[src/rtl/ifu_pkg.sv]
// Shared types and constants for the instruction fetch unit.
package ifu_pkg;

  localparam logic [31:0] NOP_INSTR        = 32'h0000_0013;
  localparam logic [31:0] DEFAULT_RESET_PC = 32'h0000_0000;

  typedef enum logic [1:0] {
    REQ,
    WAIT,
    KILL
  } ifu_state_e;

  typedef struct packed {
    logic [31:0] pc;
    logic [31:0] instr;
  } ifu_entry_t;

  function automatic logic [31:0] word_align(input logic [31:0] a);
    return a & ~32'h3;
  endfunction

endpackage

[src/rtl/ifu_imem_if.sv]
// Instruction memory request/response bus, one outstanding request.
interface ifu_imem_if;

  logic        imem_req;
  logic [31:0] imem_addr;
  logic        imem_rvalid;
  logic [31:0] imem_rdata;

  modport master (
    output imem_req,
    output imem_addr,
    input  imem_rvalid,
    input  imem_rdata
  );

  modport slave (
    input  imem_req,
    input  imem_addr,
    output imem_rvalid,
    output imem_rdata
  );

endinterface

[src/rtl/ifu_fifo2.sv]
// Two-entry {pc, instr} prefetch FIFO with flush.
module ifu_fifo2
  import ifu_pkg::*;
(
  input  logic       clk,
  input  logic       rst,
  input  logic       push,
  input  logic       pop,
  input  logic       flush,
  input  ifu_entry_t wdata,
  output ifu_entry_t head,
  output logic [1:0] count
);

  ifu_entry_t mem_q [2];
  logic       rd_q, rd_d;
  logic       wr_q, wr_d;
  logic [1:0] cnt_q, cnt_d;
  logic       do_push, do_pop;

  always_comb begin
    do_push = push && ((cnt_q != 2'd2) || pop);
    do_pop  = pop && (cnt_q != 2'd0);
    rd_d    = rd_q;
    wr_d    = wr_q;
    cnt_d   = cnt_q;
    if (flush) begin
      rd_d  = 1'b0;
      wr_d  = 1'b0;
      cnt_d = 2'd0;
    end else begin
      if (do_push) wr_d = ~wr_q;
      if (do_pop)  rd_d = ~rd_q;
      cnt_d = cnt_q + {1'b0, do_push} - {1'b0, do_pop};
    end
  end

  always_ff @(posedge clk or posedge rst) begin
    if (rst) begin
      rd_q     <= 1'b0;
      wr_q     <= 1'b0;
      cnt_q    <= 2'd0;
      mem_q[0] <= '0;
      mem_q[1] <= '0;
    end else begin
      rd_q  <= rd_d;
      wr_q  <= wr_d;
      cnt_q <= cnt_d;
      if (do_push && !flush) mem_q[wr_q] <= wdata;
    end
  end

  assign head  = mem_q[rd_q];
  assign count = cnt_q;

endmodule

[src/rtl/if_fetch_unit.sv]
// IF stage: fetch PC, single-outstanding imem requests, 2-entry prefetch.
// Optional IFU_ALIGN_CHECK_EN flags misaligned redirect targets.
module if_fetch_unit
  import ifu_pkg::*;
#(
  parameter logic [31:0] RESET_PC = DEFAULT_RESET_PC
) (
  input  logic        clk,
  input  logic        rst,
  input  logic        stall,
  input  logic        redirect_valid,
  input  logic [31:0] redirect_pc,
  ifu_imem_if.master  imem,
  output logic        ifu_valid,
  output logic [31:0] ifu_pc,
  output logic [31:0] ifu_instr,
  output logic        ifu_misalign
);

  ifu_state_e  state_q, state_d;
  logic [31:0] pc_q, pc_d;
  logic [31:0] rpc_q, rpc_d;
  logic [1:0]  cnt;
  ifu_entry_t  head;
  ifu_entry_t  wentry;
  logic        rsp, push, pop, issue;
  logic [2:0]  occ;

  always_comb begin
    state_d = state_q;
    pc_d    = pc_q;
    rpc_d   = rpc_q;
    rsp     = imem.imem_rvalid && (state_q == WAIT);
    push    = rsp && !redirect_valid;
    pop     = (cnt != 2'd0) && !stall && !redirect_valid;
    occ     = {1'b0, cnt} + {2'b0, push} - {2'b0, pop};
    issue   = ((state_q == REQ) || rsp) && !redirect_valid
              && (occ <= 3'd1) && !rst;

    unique case (state_q)
      REQ:  if (issue) state_d = WAIT;
      WAIT: begin
        if (imem.imem_rvalid) state_d = issue ? WAIT : REQ;
        else if (redirect_valid) state_d = KILL;
      end
      KILL: if (imem.imem_rvalid) state_d = REQ;
      default: state_d = REQ;
    endcase

    // redirect wins over the sequential increment
    if (redirect_valid) pc_d = word_align(redirect_pc);
    else if (issue) pc_d = pc_q + 32'd4;
    if (issue) rpc_d = pc_q;
  end

  always_ff @(posedge clk or posedge rst) begin
    if (rst) begin
      state_q <= REQ;
      pc_q    <= word_align(RESET_PC);
      rpc_q   <= '0;
    end else begin
      state_q <= state_d;
      pc_q    <= pc_d;
      rpc_q   <= rpc_d;
    end
  end

  assign wentry = '{pc: rpc_q, instr: imem.imem_rdata};

  ifu_fifo2 u_fifo (
    .clk   (clk),
    .rst   (rst),
    .push  (push),
    .pop   (pop),
    .flush (redirect_valid),
    .wdata (wentry),
    .head  (head),
    .count (cnt)
  );

  assign imem.imem_req  = issue;
  assign imem.imem_addr = issue ? pc_q : '0;

  assign ifu_valid = (cnt != 2'd0);
  assign ifu_pc    = ifu_valid ? head.pc : '0;
  assign ifu_instr = ifu_valid ? head.instr : NOP_INSTR;

`ifdef IFU_ALIGN_CHECK_EN
  logic mis_q;

  always_ff @(posedge clk or posedge rst) begin
    if (rst) mis_q <= 1'b0;
    else if (redirect_valid && (redirect_pc[1:0] != 2'b00)) mis_q <= 1'b1;
  end

  assign ifu_misalign = mis_q;
`else
  assign ifu_misalign = 1'b0;
`endif

endmodule

[src/flat_wrapper.sv]
// flat-port wrapper written by rule: the top's interface ports become plain ports
module if_fetch_unit_flat import ifu_pkg::*;
#(
  parameter logic [31:0] RESET_PC = DEFAULT_RESET_PC
)
  (clk, rst, stall, redirect_valid, redirect_pc, ifu_valid, ifu_pc, ifu_instr, ifu_misalign, imem_imem_req, imem_imem_addr, imem_imem_rvalid, imem_imem_rdata);
  ifu_imem_if imem_i ();
  input  logic clk;
  input  logic rst;
  input  logic stall;
  input  logic redirect_valid;
  input  logic [31:0] redirect_pc;
  output logic ifu_valid;
  output logic [31:0] ifu_pc;
  output logic [31:0] ifu_instr;
  output logic ifu_misalign;
  output wire logic [$bits(imem_i.imem_req)-1:0] imem_imem_req;
  output wire logic [$bits(imem_i.imem_addr)-1:0] imem_imem_addr;
  input wire logic [$bits(imem_i.imem_rvalid)-1:0] imem_imem_rvalid;
  input wire logic [$bits(imem_i.imem_rdata)-1:0] imem_imem_rdata;
  assign imem_imem_req = imem_i.imem_req;
  assign imem_imem_addr = imem_i.imem_addr;
  assign imem_i.imem_rvalid = imem_imem_rvalid;
  assign imem_i.imem_rdata = imem_imem_rdata;
  if_fetch_unit #(.RESET_PC(RESET_PC)) u_core (.clk(clk), .rst(rst), .stall(stall), .redirect_valid(redirect_valid), .redirect_pc(redirect_pc), .imem(imem_i), .ifu_valid(ifu_valid), .ifu_pc(ifu_pc), .ifu_instr(ifu_instr), .ifu_misalign(ifu_misalign));
endmodule
[config.mk]
export PLATFORM = sky130hd
export DESIGN_NAME = if_fetch_unit_flat
export DESIGN_NICKNAME = d
export VERILOG_FILES = /design/src/rtl/ifu_pkg.sv /design/src/rtl/ifu_imem_if.sv /design/src/rtl/ifu_fifo2.sv /design/src/rtl/if_fetch_unit.sv /design/src/flat_wrapper.sv
export SDC_FILE = /design/constraint.sdc
export NUM_CORES = 1
export LEC_CHECK = 0
export ABC_AREA = 1
export BUFFER_PORTS_ARGS = -buffer_cell sky130_fd_sc_hd__clkbuf_2
export CORE_UTILIZATION = 64
export CTS_BUF_LIST = sky130_fd_sc_hd__clkbuf_4
export CTS_CLUSTER_DIAMETER = 150
export DETAILED_ROUTE_END_ITERATION = 8
export GPL_ROUTABILITY_DRIVEN = 0
export PLACE_DENSITY = 0.89
export SLEW_MARGIN = 20
export SYNTH_ARGS = -nofsm -noshare
export SYNTH_HDL_FRONTEND = slang
export SYNTH_HIERARCHICAL = 1
export SYNTH_SLANG_ARGS = --single-unit
[constraint.sdc]
create_clock -name clk -period 6.7 [get_ports clk]
set_input_delay 0.67 -clock clk [delete_from_list [all_inputs] [get_ports clk]]
set_output_delay 0.67 -clock clk [all_outputs]
set_load 0.02 [all_outputs]
==> impl_metrics.csv, run 1 <==
group,metric,value,unit
synth,synthSimpleGateAreaFrac,40.2,%
worst_setup_path,crit_chain,"clkbuf_2, buf_4, nor3_1, ha_1, inv_1, ha_1, inv_1, fa_1, nand2_1, nor2_1, nand3_2, inv_1, buf_4, nand2_1, inv_1, clkbuf_2",
synth,synth_top_family_by_area,"simple AND/OR/NAND/NOR gates",
sta,fmax,0.221,GHz
global_route,grt_max_degree,89,
cts,clock_latency,0.57,ns
layout,final_cell_mix,"670 x nand2_1, 193 x dfrtp_1, 162 x clkbuf_2, 158 x inv_1, 130 x nand4_1",
routing,drt_iter0_drc,952,
cts,cts_resized,0,
layout,areaGrowthSynthToFinish,9.94,%
worst_setup_path,slowest_stage,"fa_1",
sta,post-route-period-util,67.4,%
sta,period_needed,4.52,ns
layout,seqCellArea,4860,µm²
synth,synth.area.mux_share,0,%
floorplanning,core,15900,µm²
layout,design_area,11600,µm²
placed_design,place_hpwl,15300,µm
floorplanning,die-area,17000,µm²
layout,final_nets,1671,
synth,ys_ff_latch,194,
synth,yosysSeqAreaShare,46.1,%
worst_setup_path,cp.depth,16,
floorplanning,row_count,46,
sta,setup_tns,0,ns
global_route,grt-ovfl-total,0,
cts,clkSlewWorstSetupHoldPaths,0.14,ns
synth,synth_fa_ha_area_share,0.785,%
worst_setup_path,cp-start-kind,"input pin",
worst_setup_path,slowest_delay,0.48,ns
sta,tightestPinTransition,0.797,ns
cts,cts-hold-fix-buffers,0,
cts,cts_buffers,17,
power_and_ir_drop,p_leak,6.75,nW
worst_setup_path,crit_family,"buffers and inverters",
sta,maxSlewViolCount,0,
global_route,antenna_found_initial,1,
sta,hold_viol_final,0,
floorplanning,die_h,130,µm
worst_setup_path,rr_worst_depth,17,
routing,vias_per_cell,5.32,
synth,syn_inst,1492,
worst_setup_path,crit_type,"in -> out",
hold_path,hold_class,"in -> async",
layout,multiInputGateArea,4590,µm²
worst_setup_path,startpoint,"redirect_valid",
global_route,grt_pass1_vias,8627,
global_route,grt_pass1_wl,40200,µm
sta,rsz0062_at_grt,"no",
worst_setup_path,reg2reg_from,"u_core/u_fifo/count[1]",
layout,layout-drive-gt1-share,14.7,%
power_and_ir_drop,p_per_area,245,nW/µm²
power_and_ir_drop,ir_drop,113,µV
floorplanning,initial_core_util,66.0,%
routing,vias,9713,
sta,relSlewSlack,46.9,%
worst_setup_path,crit_path_end_kind,"primary output",
cts,cts-htree-levels,4,
cts,cts_sinks,194,
synth,avgSynthCellArea,7.05,µm²
routing,wl_per_cell,13.6,µm
cts,post_cts_buffers,0,
worst_setup_path,worstPathRequired,6.03,ns
worst_setup_path,crit_buf_inv,8,
layout,fill_cells,1342,
synth,yosys_warnings,6,
synth,synth_compound_gate_area_share,1.66,%
sta,fin_skew,0.0182,ns
worst_setup_path,arrival,3.85,ns
synth,synth_cell_types,29,
layout,mostFrequentLayoutCell,"nand2_1",
routing,first_pass_iters,6,
placed_design,numPortBuffers,162,
worst_setup_path,worst_path_most_repeated_cell,"inv_1",
routing,antenna_left,0,
floorplanning,die_width,130,µm
outcome,status,"finished clean",
sta,setup_viol,0,
cts,cts_buffer_depth,2,
synth,syn-cell-area,10500,µm²
worst_setup_path,r2r_slack,2.88,ns
synth,synthXorXnorAreaFrac,0.416,%
global_route,grt_use_total,30.0,%
placed_design,dpl-instance-area,11200,µm²
worst_setup_path,critPathMaxFanout,36,
routing,drc,0,
cts,cts-root-buf,"clkbuf_4",
routing,wirelength,24800,µm
cts,cts_tree,"done",
floorplanning,ios,168,
flow_run,drv_cap,0,
==> path summary, 6_finish.rpt <==
check / end
max: imem_imem_addr[19]
min: u_core/u_fifo/mem_q[36]
max reg2reg: u_core/pc_q[17]
min reg2reg: u_core/u_fifo/mem_q[90]
max in group asynchronous: u_core/u_fifo/rd_q
min in group clk: u_core/pc_q[2]
==> cells by family (layout without fill, tap and decap cells) <==
kind of cell               after synthesis  count (layout)
adders and majority gates                6               6
xor gates and xnor gates                 5               5
buffers and inverters                  260             371
AOI/OAI and AO/OA                       31              31
other                                    1               8
DFF                                    194             194
and+or+nand+nor                        995             995
==> registers in the layout, summed over array words and instances (netlist names) <==
name and cells:
u_core/u_fifo/rd_q 1, u_core/pc_q 30, u_core/state_q 2, u_core/u_fifo/wr_q 1
u_core/u_fifo/mem_q 128, u_core/rpc_q 30, u_core/u_fifo/count 2
==> routing by layer <==
metal	GRT usage [%]	vias up	part of all wire, %
met4	9.78	0	1.6
met1	42.3	4441	44
li1	-	4846	-
met5	0	-	0
met3	3.85	34	6.7
met2	48.4	392	47
==> synth_stat cells (all sizes together) <==
master / count / share of area [%]
a21oi: 3 / 0.14
buf: 81 / 4.4
clkbuf: 16 / 0.57
conb: 1 / 0.036
dfrtp: 194 / 46
fa: 1 / 0.19
ha: 5 / 0.59
inv: 163 / 5.8
nand2: 673 / 24
nand3: 68 / 3.4
nand3b: 1 / 0.071
nand4: 130 / 7.7
nor2: 115 / 4.5
nor3: 3 / 0.14
o211ai: 6 / 0.43
o21ai: 20 / 0.95
o21bai: 2 / 0.14
or2: 4 / 0.24
or4: 1 / 0.071
xor2: 5 / 0.42
==> power breakdown <==
| part | leakage [nW] | internal (mW) | switching [mW] | total [mW] |
|---|---|---|---|---|
| Sequential | 2.54 | 1.39 | 0.162 | 1.55 |
| Combinational | 4.05 | 0.217 | 0.389 | 0.606 |
| Clock | 0.162 | 0.303 | 0.375 | 0.679 |
==> stage by stage <==
stage          worst slack, ns  util (%)  hold slack [ns]  cells  power, mW
6_report                  2.18      72.6            0.175   1826       2.84
2_1_floorplan             2.50         -            0.442   1498       2.00
3_3_place_gp              2.34      70.6            0.453   1793       2.14
3_5_place_dp              2.20      70.6            0.458   1793       2.18
4_1_cts                   2.20      72.5            0.160   1825       2.85
5_1_grt                   1.94      72.6            0.196   1826       3.03
==> worst register-to-register path: stages, from the launching register on <==
cell	delay, ns
dfrtp_1	0.60
nor2_4	0.07
nor3_1	0.30
ha_1	0.30
inv_1	0.06
ha_1	0.13
inv_1	0.05
fa_1	0.44
nand2_1	0.08
nor2_1	0.05
nand3_2	0.08
buf_4	0.48
nand2_1	0.45
inv_1	0.43
nand2_1	0.09
nand2_1	0.08
inv_1	0.04
nand2_1	0.04
==> final cells by class <==
cell class,count,area share [%]
clock buffer,20,1.30
clock inverter,12,1.42
multi-input combinational,1044,39.7
tap,216,2.34
sequential,194,42.0
timing repair buffer,176,7.95
inverter,163,5.32
antenna,1,0.0216
Power figures use the tool's default switching activity.
==> inputs of run 2 (changes only) <==
Settings changed: CORE_UTILIZATION 64 to 53, PLACE_DENSITY 0.89 to 0.78.
Clock period 6.7 ns to 3.9 ns, I/O delays scaled along.
==> run 2 against run 1 <==
Net effect:
- sequential power grew 72%
- non-clock buffer count grew 32
- final area grew 3.8%
- worst hold slack lost 0.14 ns
- global-route usage shrank 3.5 points
- critical path depth shrank 1
- sequential share of layout area shrank 1.5 points
- clock skew grew 0.0048 ns
- die area grew 20%
- first-iteration DRC count shrank 15%
- worst setup slack lost 2.0 ns
- critical endpoint is now imem_imem_addr[16]
- power grew 74%
==> impl_metrics.csv, run 2 (synthesis gave the netlist of run 1 again) <==
group,metric,value,unit
outcome,status,"finished clean",
sta,fin_hold_ws,0.0396,ns
worst_setup_path,reg2reg_from,"u_core/u_fifo/count[1]",
layout,final_nets,1703,
sta,setup_viol,0,
flow_run,drv_cap,0,
sta,tightestPinTransition,0.909,ns
hold_path,hold_class,"in -> reg",
routing,drt_iter0_drc,807,
global_route,grt_use_total,26.6,%
worst_setup_path,reg2reg_to,"u_core/pc_q[17]",
placed_design,place_hpwl,16500,µm
worst_setup_path,rr_worst_depth,17,
layout,design_area,12000,µm²
floorplanning,core,19500,µm²
hold_path,min_to,"u_core/u_fifo/mem_q[69]",
cts,cts_sinks,194,
floorplanning,die-area,20400,µm²
cts,cts-root-buf,"clkbuf_4",
floorplanning,die_width,143,µm
routing,met3_length,1700,µm
sta,fmax,0.269,GHz
sta,hold_viol_final,0,
power_and_ir_drop,p_leak,6.91,nW
worst_setup_path,r2r_slack,0.88,ns
sta,maxSlewViolCount,0,
cts,cts_buffers,17,
worst_setup_path,arrival,3.32,ns
sta,fin_skew,0.0229,ns
cts,cts_buffer_depth,2,
routing,vias_per_cell,5.15,
global_route,grt_max_degree,71,
worst_setup_path,crit_path_end_kind,"primary output",
worst_setup_path,cp-start-kind,"flip-flop",
global_route,grt_pass1_vias,8704,
global_route,antenna_found_initial,1,
hold_path,worstHoldStart,"imem_imem_rdata[5]",
floorplanning,initial_core_util,54.1,%
sta,period_needed,3.71,ns
layout,fin_util,61.7,%
cts,cts_tree,"done",
routing,wl_per_cell,13.9,µm
power_and_ir_drop,p_per_area,411,nW/µm²
placed_design,dpl-instance-area,11400,µm²
placed_design,place_ws,0.379,ns
cts,cts-htree-levels,4,
layout,regMostFlops,"u_core/u_fifo/mem_q",
layout,layout.cells.non_filler,1907,
routing,antenna_left,0,
sta,setup_slack,0.186,ns
floorplanning,ios,168,
layout,areaGrowthSynthToFinish,14.1,%
sta,post-route-period-util,95.2,%
routing,first_pass_iters,5,
global_route,grt_pass1_wl,42600,µm
worst_setup_path,crit_type,"reg -> out",
worst_setup_path,worstPathRequired,3.51,ns
floorplanning,die_h,143,µm
placed_design,placedCellCount,1847,
placed_design,numPortBuffers,162,
routing,wl_met2,12400,µm
routing,top_layer_used,"met4",
layout,largestRegisters,"u_core/u_fifo/mem_q (128), u_core/pc_q (30), u_core/rpc_q (30)",
power_and_ir_drop,ir_drop,198,µV
cts,clkSlewWorstSetupHoldPaths,0.17,ns
sta,relSlewSlack,39.3,%
routing,wl_met1,12100,µm
layout,final_cell_mix,"670 x nand2_1, 192 x dfrtp_1, 162 x clkbuf_2, 157 x inv_1, 130 x nand4_1",
cts,clock_latency,0.60,ns
routing,drc,0,
power_and_ir_drop,power,4.93,mW
floorplanning,row_count,51,
hold_path,holdPathStages,3,
layout,mostFrequentLayoutCell,"nand2_1",
routing,wirelength,26600,µm
layout,layout-drive-gt1-share,15.5,%
routing,vias,9817,
layout,largest_reg_flops,128,
global_route,grt-ovfl-total,0,
sta,setup_tns,0,ns
worst_setup_path,critPathMaxFanout,21,
## run 2: changes by cell type in the layout (fill, tap and decap cells not counted), sizes merged
cell	change
clkbuf	-1
clkinv	-1
clkinvlp	-1
bufinv	-1
buf	+6
inv	+5
dlygate4sd3	+25
## run 2: worst max-delay path by stage
stage / startpoint / end / slack, ns / cells after the start
CTS: u_core/u_fifo/count[1] / imem_imem_addr[15] / 0.04 / 15
global placement: redirect_valid / imem_imem_addr[16] / 0.43 / 16
finish: u_core/u_fifo/count[1] / imem_imem_addr[16] / 0.19 / 15
global route: u_core/u_fifo/count[1] / imem_imem_addr[12] / -0.004 / 15
detailed placement: redirect_valid / imem_imem_addr[20] / 0.38 / 16
floorplan: u_core/u_fifo/count[1] / imem_imem_addr[12] / 0.73 / 15
## run 2: metal layers
| metal | track usage (%) | vias to the layer above |
|---|---|---|
| met4 | 7.92 | 0 |
| met5 | 0 | - |
| li1 | - | 4922 |
| met1 | 37.7 | 4541 |
| met3 | 3.79 | 29 |
| met2 | 42.2 | 325 |
## run 2: power breakdown
part	internal, mW	switching [mW]	leakage, nW	total [mW]
Clock	0.464	0.712	0.170	1.18
Combinational	0.403	0.688	4.20	1.09
Sequential	2.38	0.278	2.54	2.66
## run 2: final cells by class
type,count,area (µm²)
Fill cell,1813,7450
Sequential cell,194,4860
Multi-Input combinational cell,1044,4610
Timing Repair Buffer,208,1270
Inverter,163,619
Tap cell,265,332
Clock inverter,14,176
Clock buffer,18,135
Antenna cell,1,2.50
## run 2: what timing repair did
| item | in CTS | in global routing |
|---|---|---|
| hold endpoints to repair | 48 | 0 |
| buffers inserted | 0 | 1 |
| setup endpoints to repair | 31 | 30 |
| hold buffers | 25 | 0 |
| resized for setup | 2 | 8 |
| gates cloned | 0 | 1 |
## run 2: critical path, stage by stage, from the launching register on
cell and delay, ns:
dfrtp_2 0.48, nor2_4 0.06, nor3_2 0.19, ha_1 0.27
inv_1 0.06, ha_1 0.13, inv_1 0.04, fa_1 0.50
nand2_1 0.09, nor2_2 0.13, nand3_2 0.14, inv_4 0.12
buf_12 0.16, nand2_1 0.13, inv_1 0.07, clkbuf_2 0.16
